File: src/rtl/ahb_lite_arbiter2_if.sv
// Signal bundle for the two-master AHB-Lite arbiter: both master-side buses
// plus the shared system bus on the slave-multiplexer side.
interface ahb_lite_arbiter2_if;
    logic [31:0] HADDR_M0, HADDR_M1;
    logic [1:0]  HTRANS_M0, HTRANS_M1;
    logic        HWRITE_M0, HWRITE_M1;
    logic [2:0]  HSIZE_M0, HSIZE_M1;
    logic [2:0]  HBURST_M0, HBURST_M1;
    logic [3:0]  HPROT_M0, HPROT_M1;
    logic        HMASTLOCK_M0, HMASTLOCK_M1;
    logic [31:0] HWDATA_M0, HWDATA_M1;
    logic        HREADYOUT_M0, HREADYOUT_M1;
    logic        HRESP_M0, HRESP_M1;
    logic [31:0] HRDATA_M0, HRDATA_M1;
    logic [31:0] HADDR;
    logic [1:0]  HTRANS;
    logic        HWRITE;
    logic [2:0]  HSIZE;
    logic [2:0]  HBURST;
    logic [3:0]  HPROT;
    logic        HMASTLOCK;
    logic [31:0] HWDATA;
    logic        HREADY;
    logic        HRESP;
    logic [31:0] HRDATA;
    logic        HMASTER;

    modport slave (
        input  HADDR_M0, HADDR_M1, HTRANS_M0, HTRANS_M1, HWRITE_M0, HWRITE_M1,
               HSIZE_M0, HSIZE_M1, HBURST_M0, HBURST_M1, HPROT_M0, HPROT_M1,
               HMASTLOCK_M0, HMASTLOCK_M1, HWDATA_M0, HWDATA_M1,
               HREADY, HRESP, HRDATA,
        output HREADYOUT_M0, HREADYOUT_M1, HRESP_M0, HRESP_M1, HRDATA_M0, HRDATA_M1,
               HADDR, HTRANS, HWRITE, HSIZE, HBURST, HPROT, HMASTLOCK, HWDATA, HMASTER
    );

    modport master (
        output HADDR_M0, HADDR_M1, HTRANS_M0, HTRANS_M1, HWRITE_M0, HWRITE_M1,
               HSIZE_M0, HSIZE_M1, HBURST_M0, HBURST_M1, HPROT_M0, HPROT_M1,
               HMASTLOCK_M0, HMASTLOCK_M1, HWDATA_M0, HWDATA_M1,
               HREADY, HRESP, HRDATA,
        input  HREADYOUT_M0, HREADYOUT_M1, HRESP_M0, HRESP_M1, HRDATA_M0, HRDATA_M1,
               HADDR, HTRANS, HWRITE, HSIZE, HBURST, HPROT, HMASTLOCK, HWDATA, HMASTER
    );
endinterface

File: src/rtl/ahb_lite_arbiter2.sv
// Two-master AHB-Lite arbiter: zero-latency address mux with per-master
// one-entry holding registers so a losing master is stalled transparently.
module ahb_lite_arbiter2 #(
    parameter int PRIORITY_MODE  = 1,
    parameter int DEFAULT_MASTER = 0
) (
    input  logic               HCLK,
    input  logic               HRESETn,
    ahb_lite_arbiter2_if.slave bus
);
    localparam logic       DEF_M        = (DEFAULT_MASTER != 0) ? 1'b1 : 1'b0;
    localparam logic [1:0] TRANS_IDLE   = 2'b00;
    localparam logic [1:0] TRANS_NONSEQ = 2'b10;

    typedef struct packed {
        logic [31:0] addr;
        logic [1:0]  trans;
        logic        write;
        logic [2:0]  size;
        logic [2:0]  burst;
        logic [3:0]  prot;
        logic        lock;
    } addr_ctl_t;

    addr_ctl_t  live_s [2];
    addr_ctl_t  hold_r [2];
    addr_ctl_t  eff_s  [2];
    addr_ctl_t  bus_s;
    logic [1:0] hold_v_r;
    logic [1:0] hreadyout_s;
    logic [1:0] live_req_s;
    logic [1:0] req_s;
    logic       addr_owner_r;
    logic       data_owner_r;
    logic       data_v_r;
    logic       last_winner_r;
    logic       owner_lock_r;
    logic       keep_s;
    logic       winner_s;

    assign live_s[0] = {bus.HADDR_M0, bus.HTRANS_M0, bus.HWRITE_M0, bus.HSIZE_M0,
                        bus.HBURST_M0, bus.HPROT_M0, bus.HMASTLOCK_M0};
    assign live_s[1] = {bus.HADDR_M1, bus.HTRANS_M1, bus.HWRITE_M1, bus.HSIZE_M1,
                        bus.HBURST_M1, bus.HPROT_M1, bus.HMASTLOCK_M1};

    // Ready back to each master: stalled while its transfer is held or pending
    always_comb begin
        hreadyout_s = 2'b11;
        for (int i = 0; i < 2; i++) begin
            if (data_v_r && (data_owner_r == i[0])) begin
                hreadyout_s[i] = bus.HREADY;
            end else if (hold_v_r[i]) begin
                hreadyout_s[i] = 1'b0;
            end else begin
                hreadyout_s[i] = 1'b1;
            end
        end
    end

    // Live requests and effective (held or live) address phase per master
    always_comb begin
        live_req_s = 2'b00;
        for (int i = 0; i < 2; i++) begin
            live_req_s[i] = live_s[i].trans[1] & hreadyout_s[i];
            eff_s[i]      = hold_v_r[i] ? hold_r[i] : live_s[i];
        end
    end

    assign req_s  = hold_v_r | live_req_s;
    // trans[0] set means SEQ or BUSY: an unfinished burst is never split
    assign keep_s = owner_lock_r | eff_s[addr_owner_r].trans[0];

    // Address-phase winner
    always_comb begin
        winner_s = addr_owner_r;
        if (!bus.HREADY || keep_s) begin
            winner_s = addr_owner_r;
        end else if (req_s == 2'b11) begin
            winner_s = (PRIORITY_MODE != 0) ? ~last_winner_r : 1'b0;
        end else if (req_s[0]) begin
            winner_s = 1'b0;
        end else if (req_s[1]) begin
            winner_s = 1'b1;
        end else begin
            winner_s = DEF_M;
        end
    end

    assign bus_s = eff_s[winner_s];

    // Hold capture for losers or stalled bus; release on acceptance
    always_ff @(posedge HCLK or negedge HRESETn) begin
        if (!HRESETn) begin
            hold_v_r <= 2'b00;
            hold_r[0] <= '0;
            hold_r[1] <= '0;
        end else begin
            for (int i = 0; i < 2; i++) begin
                if (bus.HREADY && (winner_s == i[0])) begin
                    hold_v_r[i] <= 1'b0;
                end else if (live_req_s[i] && !hold_v_r[i]) begin
                    hold_v_r[i] <= 1'b1;
                    hold_r[i]   <= live_s[i];
                end else begin
                    hold_v_r[i] <= hold_v_r[i];
                end
            end
        end
    end

    // Ownership, data-phase tracking, lock and round-robin history
    always_ff @(posedge HCLK or negedge HRESETn) begin
        if (!HRESETn) begin
            addr_owner_r  <= DEF_M;
            data_owner_r  <= DEF_M;
            data_v_r      <= 1'b0;
            last_winner_r <= 1'b1;
            owner_lock_r  <= 1'b0;
        end else begin
            addr_owner_r <= winner_s;
            if (bus.HREADY) begin
                data_v_r     <= (bus_s.trans != TRANS_IDLE);
                data_owner_r <= winner_s;
                owner_lock_r <= bus_s.lock;
                if (bus_s.trans == TRANS_NONSEQ) begin
                    last_winner_r <= winner_s;
                end
            end
        end
    end

    assign bus.HADDR        = bus_s.addr;
    assign bus.HTRANS       = HRESETn ? bus_s.trans : TRANS_IDLE;
    assign bus.HWRITE       = bus_s.write;
    assign bus.HSIZE        = bus_s.size;
    assign bus.HBURST       = bus_s.burst;
    assign bus.HPROT        = bus_s.prot;
    assign bus.HMASTLOCK    = HRESETn & bus_s.lock;
    assign bus.HWDATA       = data_owner_r ? bus.HWDATA_M1 : bus.HWDATA_M0;
    assign bus.HMASTER      = data_v_r ? data_owner_r : DEF_M;
    assign bus.HREADYOUT_M0 = hreadyout_s[0];
    assign bus.HREADYOUT_M1 = hreadyout_s[1];
    assign bus.HRESP_M0     = (data_v_r && !data_owner_r) ? bus.HRESP : 1'b0;
    assign bus.HRESP_M1     = (data_v_r && data_owner_r) ? bus.HRESP : 1'b0;
    assign bus.HRDATA_M0    = bus.HRDATA;
    assign bus.HRDATA_M1    = bus.HRDATA;
endmodule
File: src/flat_wrapper.sv
// flat-port wrapper written by rule: the top's interface ports become plain ports
module ahb_lite_arbiter2_flat 
#(
    parameter int PRIORITY_MODE  = 1,
    parameter int DEFAULT_MASTER = 0
)
  (HCLK, HRESETn, bus_HADDR_M0, bus_HADDR_M1, bus_HTRANS_M0, bus_HTRANS_M1, bus_HWRITE_M0, bus_HWRITE_M1, bus_HSIZE_M0, bus_HSIZE_M1, bus_HBURST_M0, bus_HBURST_M1, bus_HPROT_M0, bus_HPROT_M1, bus_HMASTLOCK_M0, bus_HMASTLOCK_M1, bus_HWDATA_M0, bus_HWDATA_M1, bus_HREADY, bus_HRESP, bus_HRDATA, bus_HREADYOUT_M0, bus_HREADYOUT_M1, bus_HRESP_M0, bus_HRESP_M1, bus_HRDATA_M0, bus_HRDATA_M1, bus_HADDR, bus_HTRANS, bus_HWRITE, bus_HSIZE, bus_HBURST, bus_HPROT, bus_HMASTLOCK, bus_HWDATA, bus_HMASTER);
  ahb_lite_arbiter2_if bus_i ();
  input  logic HCLK;
  input  logic HRESETn;
  input wire logic [$bits(bus_i.HADDR_M0)-1:0] bus_HADDR_M0;
  input wire logic [$bits(bus_i.HADDR_M1)-1:0] bus_HADDR_M1;
  input wire logic [$bits(bus_i.HTRANS_M0)-1:0] bus_HTRANS_M0;
  input wire logic [$bits(bus_i.HTRANS_M1)-1:0] bus_HTRANS_M1;
  input wire logic [$bits(bus_i.HWRITE_M0)-1:0] bus_HWRITE_M0;
  input wire logic [$bits(bus_i.HWRITE_M1)-1:0] bus_HWRITE_M1;
  input wire logic [$bits(bus_i.HSIZE_M0)-1:0] bus_HSIZE_M0;
  input wire logic [$bits(bus_i.HSIZE_M1)-1:0] bus_HSIZE_M1;
  input wire logic [$bits(bus_i.HBURST_M0)-1:0] bus_HBURST_M0;
  input wire logic [$bits(bus_i.HBURST_M1)-1:0] bus_HBURST_M1;
  input wire logic [$bits(bus_i.HPROT_M0)-1:0] bus_HPROT_M0;
  input wire logic [$bits(bus_i.HPROT_M1)-1:0] bus_HPROT_M1;
  input wire logic [$bits(bus_i.HMASTLOCK_M0)-1:0] bus_HMASTLOCK_M0;
  input wire logic [$bits(bus_i.HMASTLOCK_M1)-1:0] bus_HMASTLOCK_M1;
  input wire logic [$bits(bus_i.HWDATA_M0)-1:0] bus_HWDATA_M0;
  input wire logic [$bits(bus_i.HWDATA_M1)-1:0] bus_HWDATA_M1;
  input wire logic [$bits(bus_i.HREADY)-1:0] bus_HREADY;
  input wire logic [$bits(bus_i.HRESP)-1:0] bus_HRESP;
  input wire logic [$bits(bus_i.HRDATA)-1:0] bus_HRDATA;
  output wire logic [$bits(bus_i.HREADYOUT_M0)-1:0] bus_HREADYOUT_M0;
  output wire logic [$bits(bus_i.HREADYOUT_M1)-1:0] bus_HREADYOUT_M1;
  output wire logic [$bits(bus_i.HRESP_M0)-1:0] bus_HRESP_M0;
  output wire logic [$bits(bus_i.HRESP_M1)-1:0] bus_HRESP_M1;
  output wire logic [$bits(bus_i.HRDATA_M0)-1:0] bus_HRDATA_M0;
  output wire logic [$bits(bus_i.HRDATA_M1)-1:0] bus_HRDATA_M1;
  output wire logic [$bits(bus_i.HADDR)-1:0] bus_HADDR;
  output wire logic [$bits(bus_i.HTRANS)-1:0] bus_HTRANS;
  output wire logic [$bits(bus_i.HWRITE)-1:0] bus_HWRITE;
  output wire logic [$bits(bus_i.HSIZE)-1:0] bus_HSIZE;
  output wire logic [$bits(bus_i.HBURST)-1:0] bus_HBURST;
  output wire logic [$bits(bus_i.HPROT)-1:0] bus_HPROT;
  output wire logic [$bits(bus_i.HMASTLOCK)-1:0] bus_HMASTLOCK;
  output wire logic [$bits(bus_i.HWDATA)-1:0] bus_HWDATA;
  output wire logic [$bits(bus_i.HMASTER)-1:0] bus_HMASTER;
  assign bus_i.HADDR_M0 = bus_HADDR_M0;
  assign bus_i.HADDR_M1 = bus_HADDR_M1;
  assign bus_i.HTRANS_M0 = bus_HTRANS_M0;
  assign bus_i.HTRANS_M1 = bus_HTRANS_M1;
  assign bus_i.HWRITE_M0 = bus_HWRITE_M0;
  assign bus_i.HWRITE_M1 = bus_HWRITE_M1;
  assign bus_i.HSIZE_M0 = bus_HSIZE_M0;
  assign bus_i.HSIZE_M1 = bus_HSIZE_M1;
  assign bus_i.HBURST_M0 = bus_HBURST_M0;
  assign bus_i.HBURST_M1 = bus_HBURST_M1;
  assign bus_i.HPROT_M0 = bus_HPROT_M0;
  assign bus_i.HPROT_M1 = bus_HPROT_M1;
  assign bus_i.HMASTLOCK_M0 = bus_HMASTLOCK_M0;
  assign bus_i.HMASTLOCK_M1 = bus_HMASTLOCK_M1;
  assign bus_i.HWDATA_M0 = bus_HWDATA_M0;
  assign bus_i.HWDATA_M1 = bus_HWDATA_M1;
  assign bus_i.HREADY = bus_HREADY;
  assign bus_i.HRESP = bus_HRESP;
  assign bus_i.HRDATA = bus_HRDATA;
  assign bus_HREADYOUT_M0 = bus_i.HREADYOUT_M0;
  assign bus_HREADYOUT_M1 = bus_i.HREADYOUT_M1;
  assign bus_HRESP_M0 = bus_i.HRESP_M0;
  assign bus_HRESP_M1 = bus_i.HRESP_M1;
  assign bus_HRDATA_M0 = bus_i.HRDATA_M0;
  assign bus_HRDATA_M1 = bus_i.HRDATA_M1;
  assign bus_HADDR = bus_i.HADDR;
  assign bus_HTRANS = bus_i.HTRANS;
  assign bus_HWRITE = bus_i.HWRITE;
  assign bus_HSIZE = bus_i.HSIZE;
  assign bus_HBURST = bus_i.HBURST;
  assign bus_HPROT = bus_i.HPROT;
  assign bus_HMASTLOCK = bus_i.HMASTLOCK;
  assign bus_HWDATA = bus_i.HWDATA;
  assign bus_HMASTER = bus_i.HMASTER;
  ahb_lite_arbiter2 #(.PRIORITY_MODE(PRIORITY_MODE), .DEFAULT_MASTER(DEFAULT_MASTER)) u_core (.HCLK(HCLK), .HRESETn(HRESETn), .bus(bus_i));
endmodule
File: config.mk
export PLATFORM = sky130hd
export DESIGN_NAME = ahb_lite_arbiter2_flat
export DESIGN_NICKNAME = d
export VERILOG_FILES = /design/src/rtl/ahb_lite_arbiter2_if.sv /design/src/rtl/ahb_lite_arbiter2.sv /design/src/flat_wrapper.sv
export SDC_FILE = /design/constraint.sdc
export NUM_CORES = 1
export LEC_CHECK = 0
export CAP_MARGIN = 40
export CORE_MARGIN = 1.5
export CORE_UTILIZATION = 25
export DETAILED_ROUTE_END_ITERATION = 12
export SYNTH_ARGS = -nofsm -noshare
export SYNTH_HDL_FRONTEND = slang
export SYNTH_SLANG_ARGS = --single-unit
File: constraint.sdc
create_clock -name HCLK -period 4.7 [get_ports HCLK]
set_clock_uncertainty 0.1 [all_clocks]
set_input_delay 1.175 -clock HCLK [delete_from_list [all_inputs] [get_ports HCLK]]
set_output_delay 1.175 -clock HCLK [all_outputs]
set_load 0.01 [all_outputs]
==> flow_summary_export.csv <==
group,metric,value,unit
status,outcome,"completed",
worst_setup_path,critPathLaunchType,"primary input",
clock_tree,path_clk_slew,0.07,ns
synth,synth_area_per_cell,9.59,um2
clock_tree,clock_sinks,99,
synth,ys_seq_elements,99,
die,top_level_ports,339,
synth,synth_cell_types,44,
place,place_ws,0.0509,ns
routing,drtPass1Iterations,5,
run,maxCapViolCount,0,
synth,synth_edf_count,0,
cells_and_area,final_cell_area,10400,um2
routing,drc,0,
worst_hold_path,hold_class,"reg -> reg",
cells_and_area,areaGrowthSynthToFinish,32.4,%
cells_and_area,fin_nets,1121,
clock_tree,cts_root_buf,"clkbuf_16",
global_routing,grt_overflow,0,
sta,slew_headroom,46.2,%
clock_tree,htreeDepth,3,
routing,ant_nets,0,
synth,syn-instance-count,815,
die,floorplan.initialDensity,25.5,%
synth,netlist_area,7820,um2
cells_and_area,final_cell_mix,"clkdlybuf4s50_1 (216), mux2i_1 (131), dfrtp_1 (96)",
worst_setup_path,cp_data_arrival_time,3.32,ns
clock_tree,clock_path_buffers,2,
sta,rsz0062_at_grt,"no",
worst_setup_path,crit_type,"in -> out",
sta,fin_ws,0.107,ns
place,placed_area,9910,um2
sta,setup_violations,0,
sta,setup_tns,0,ns
place,port_buffers,242,
global_routing,grt_pass1_vias,6671,
pwr,p_leak,4.55,nW
worst_setup_path,critPathRequiredTime,3.42,ns
pwr,ir_drop,296,uV
synth,ys_seq_area_share,31.7,%
routing,wirelength,24.6,mm
synth,synth-main-ff-cell,"dfrtp_1",
place,dp_hpwl,16.8,mm
synth,ys_warn_count,0,
worst_setup_path,endpoint_kind,"primary output",
cells_and_area,n_antenna_cell,0,
sta,tightest_slew,0.807,ns
sta,fmax,218,MHz
pwr,powerDensity,592,nW/um2
sta,period_needed,4.59,ns
die,core-area,30700,um2
synth,postSynth.asyncResetShare,100,%
cells_and_area,drive_above_1_share,11.5,%
worst_setup_path,path_max_fanout,14,
die,num_rows,64,
sta,finalHoldViolations,0,
clock_tree,tritoncts,"yes",
global_routing,grt_pass1_wl,38.4,mm
sta,min_period_over_period,97.7,%
synth,synth_fp_nets,1007,
routing,dr_total_vias,6537,
clock_tree,clkLatencyLatePin,0.35,ns
place,place_congestion,0.795,
global_routing,antenna_found_initial,0,
cells_and_area,final_common_cell,"clkdlybuf4s50_1",
clock_tree,cts_hold_buf,0,
global_routing,grt_max_degree,63,
sta,drv_slew,0,
routing,avgRoutedWirePerCell,18.5,um
die,die-height,180,um
routing,drt_iter0_drc,358,
die,die_area,32300,um2
global_routing,track_usage,14.9,%
routing,vias_per_cell,4.92,
clock_tree,numCtsBuffers,9,
die,die_w,180,um
==> report_power, final <==
part           internal [W]  switching (W)  leakage [nW]
Sequential          0.00125       0.000319          1.10
Combinational       0.00194        0.00182          3.31
Clock              0.000431       0.000362         0.142
Total               0.00363        0.00250          4.55
==> logic make-up (layout without fill, tap and decap cells) <==
family | Yosys count | count (layout) | synth area share [%]
flops | 99 | 99 | 31.7
simple gates | 203 | 203 | 12.5
buf+inv | 180 | 299 | 14.4
compound gates | 121 | 121 | 13.0
mux | 212 | 212 | 28.4
==> worst max-delay path, stage by stage <==
cell             delay, ns
clkdlybuf4s50_1       0.45
mux2i_1               0.19
nand2_1               0.09
buf_4                 0.15
o2bb2ai_4             0.12
nand2_2               0.10
clkinv_4              0.11
buf_12                0.18
mux2i_1               0.17
clkdlybuf4s50_1       0.56
==> Yosys cell counts, types with 2 or more instances <==
cell      instances  area share, %
a211oi_1          7           0.67
a21o_1            2           0.19
a21oi_1           7           0.45
a31oi_1           3           0.24
and3_1            8           0.64
buf_1            12           0.58
buf_2             5           0.32
buf_4           111             11
buf_6             4           0.58
clkbuf_1         42            2.0
dfrtp_1          98             31
inv_1             5           0.24
mux2_1           39            5.6
mux2_2           42            6.0
mux2i_1         131             17
nand2_1          88            4.2
nand3_1          38            2.4
nand4_1          43            3.4
nor2_1           14           0.67
nor2b_1           4           0.32
nor3_1            2           0.13
o211a_1          38            4.9
o211ai_1         46            4.4
o21a_1            2           0.19
o21ai_0           5           0.32
==> metal layers <==
layer  track usage [%]  up-vias  share of wire, %
met5                 0        -                 0
met1              19.2     3250                45
met2              25.4      174                49
met4              4.07        0               1.1
met3              2.69       17               4.7
li1                  -     3096                 -
==> state kept, by name, indices dropped and copies added, names as in the netlist <==
signal / cells
u_core.addr_owner_r: 1
u_core.data_owner_r: 1
u_core.data_v_r: 1
u_core.hold_r: 92
u_core.hold_v_r: 2
u_core.last_winner_r: 1
u_core.owner_lock_r: 1
==> through the flow <==
| stage | hold slack [ns] | utilization [%] | std cells | total power [W] |
|---|---|---|---|---|
| finish | 0.382 | 33.8 | 1330 | 0.00613 |
| global route | 0.397 | 33.8 | 1330 | 0.00658 |
| CTS | 0.383 | 33.3 | 1323 | 0.00617 |
| detailed placement | 0.366 | 32.3 | 1307 | 0.00534 |
| global placement | 0.350 | 32.2 | 1306 | 0.00527 |
| floorplan | 0.334 | - | 815 | 0.00422 |
==> final timing paths <==
path / startpoint / endpoint / slack, ns / cells after the start
worst max-delay path: bus_HTRANS_M1[0] / bus_HADDR[26] / 0.11 / 10
worst min-delay path: u_core.hold_r[13] / u_core.hold_r[13] / 0.38 / 1
worst max register to register: u_core.hold_v_r[1] / u_core.hold_r[16] / 1.75 / 8
worst min register to register: u_core.hold_r[13] / u_core.hold_r[13] / 0.38 / 1
max in group asynchronous: HRESETn / u_core.hold_r[78] / 2.29 / 3
min in group asynchronous: HRESETn / u_core.hold_r[39] / 0.58 / 1
==> layout make-up <==
cell class / instances / area, um2
clock inverter: 5 / 62.6
tap: 396 / 495
multi-input combinational: 536 / 4240
clock buffer: 11 / 243
timing repair buffer: 277 / 2800
fill: 3110 / 20300
inverter: 6 / 27.5
sequential: 99 / 2490
==> timing repair <==
item                       4_1_cts  5_1_grt
gates resized for setup          0       28
setup buffers                    0        5
setup endpoints to repair        0       34
(Power assumes the default switching activity.)
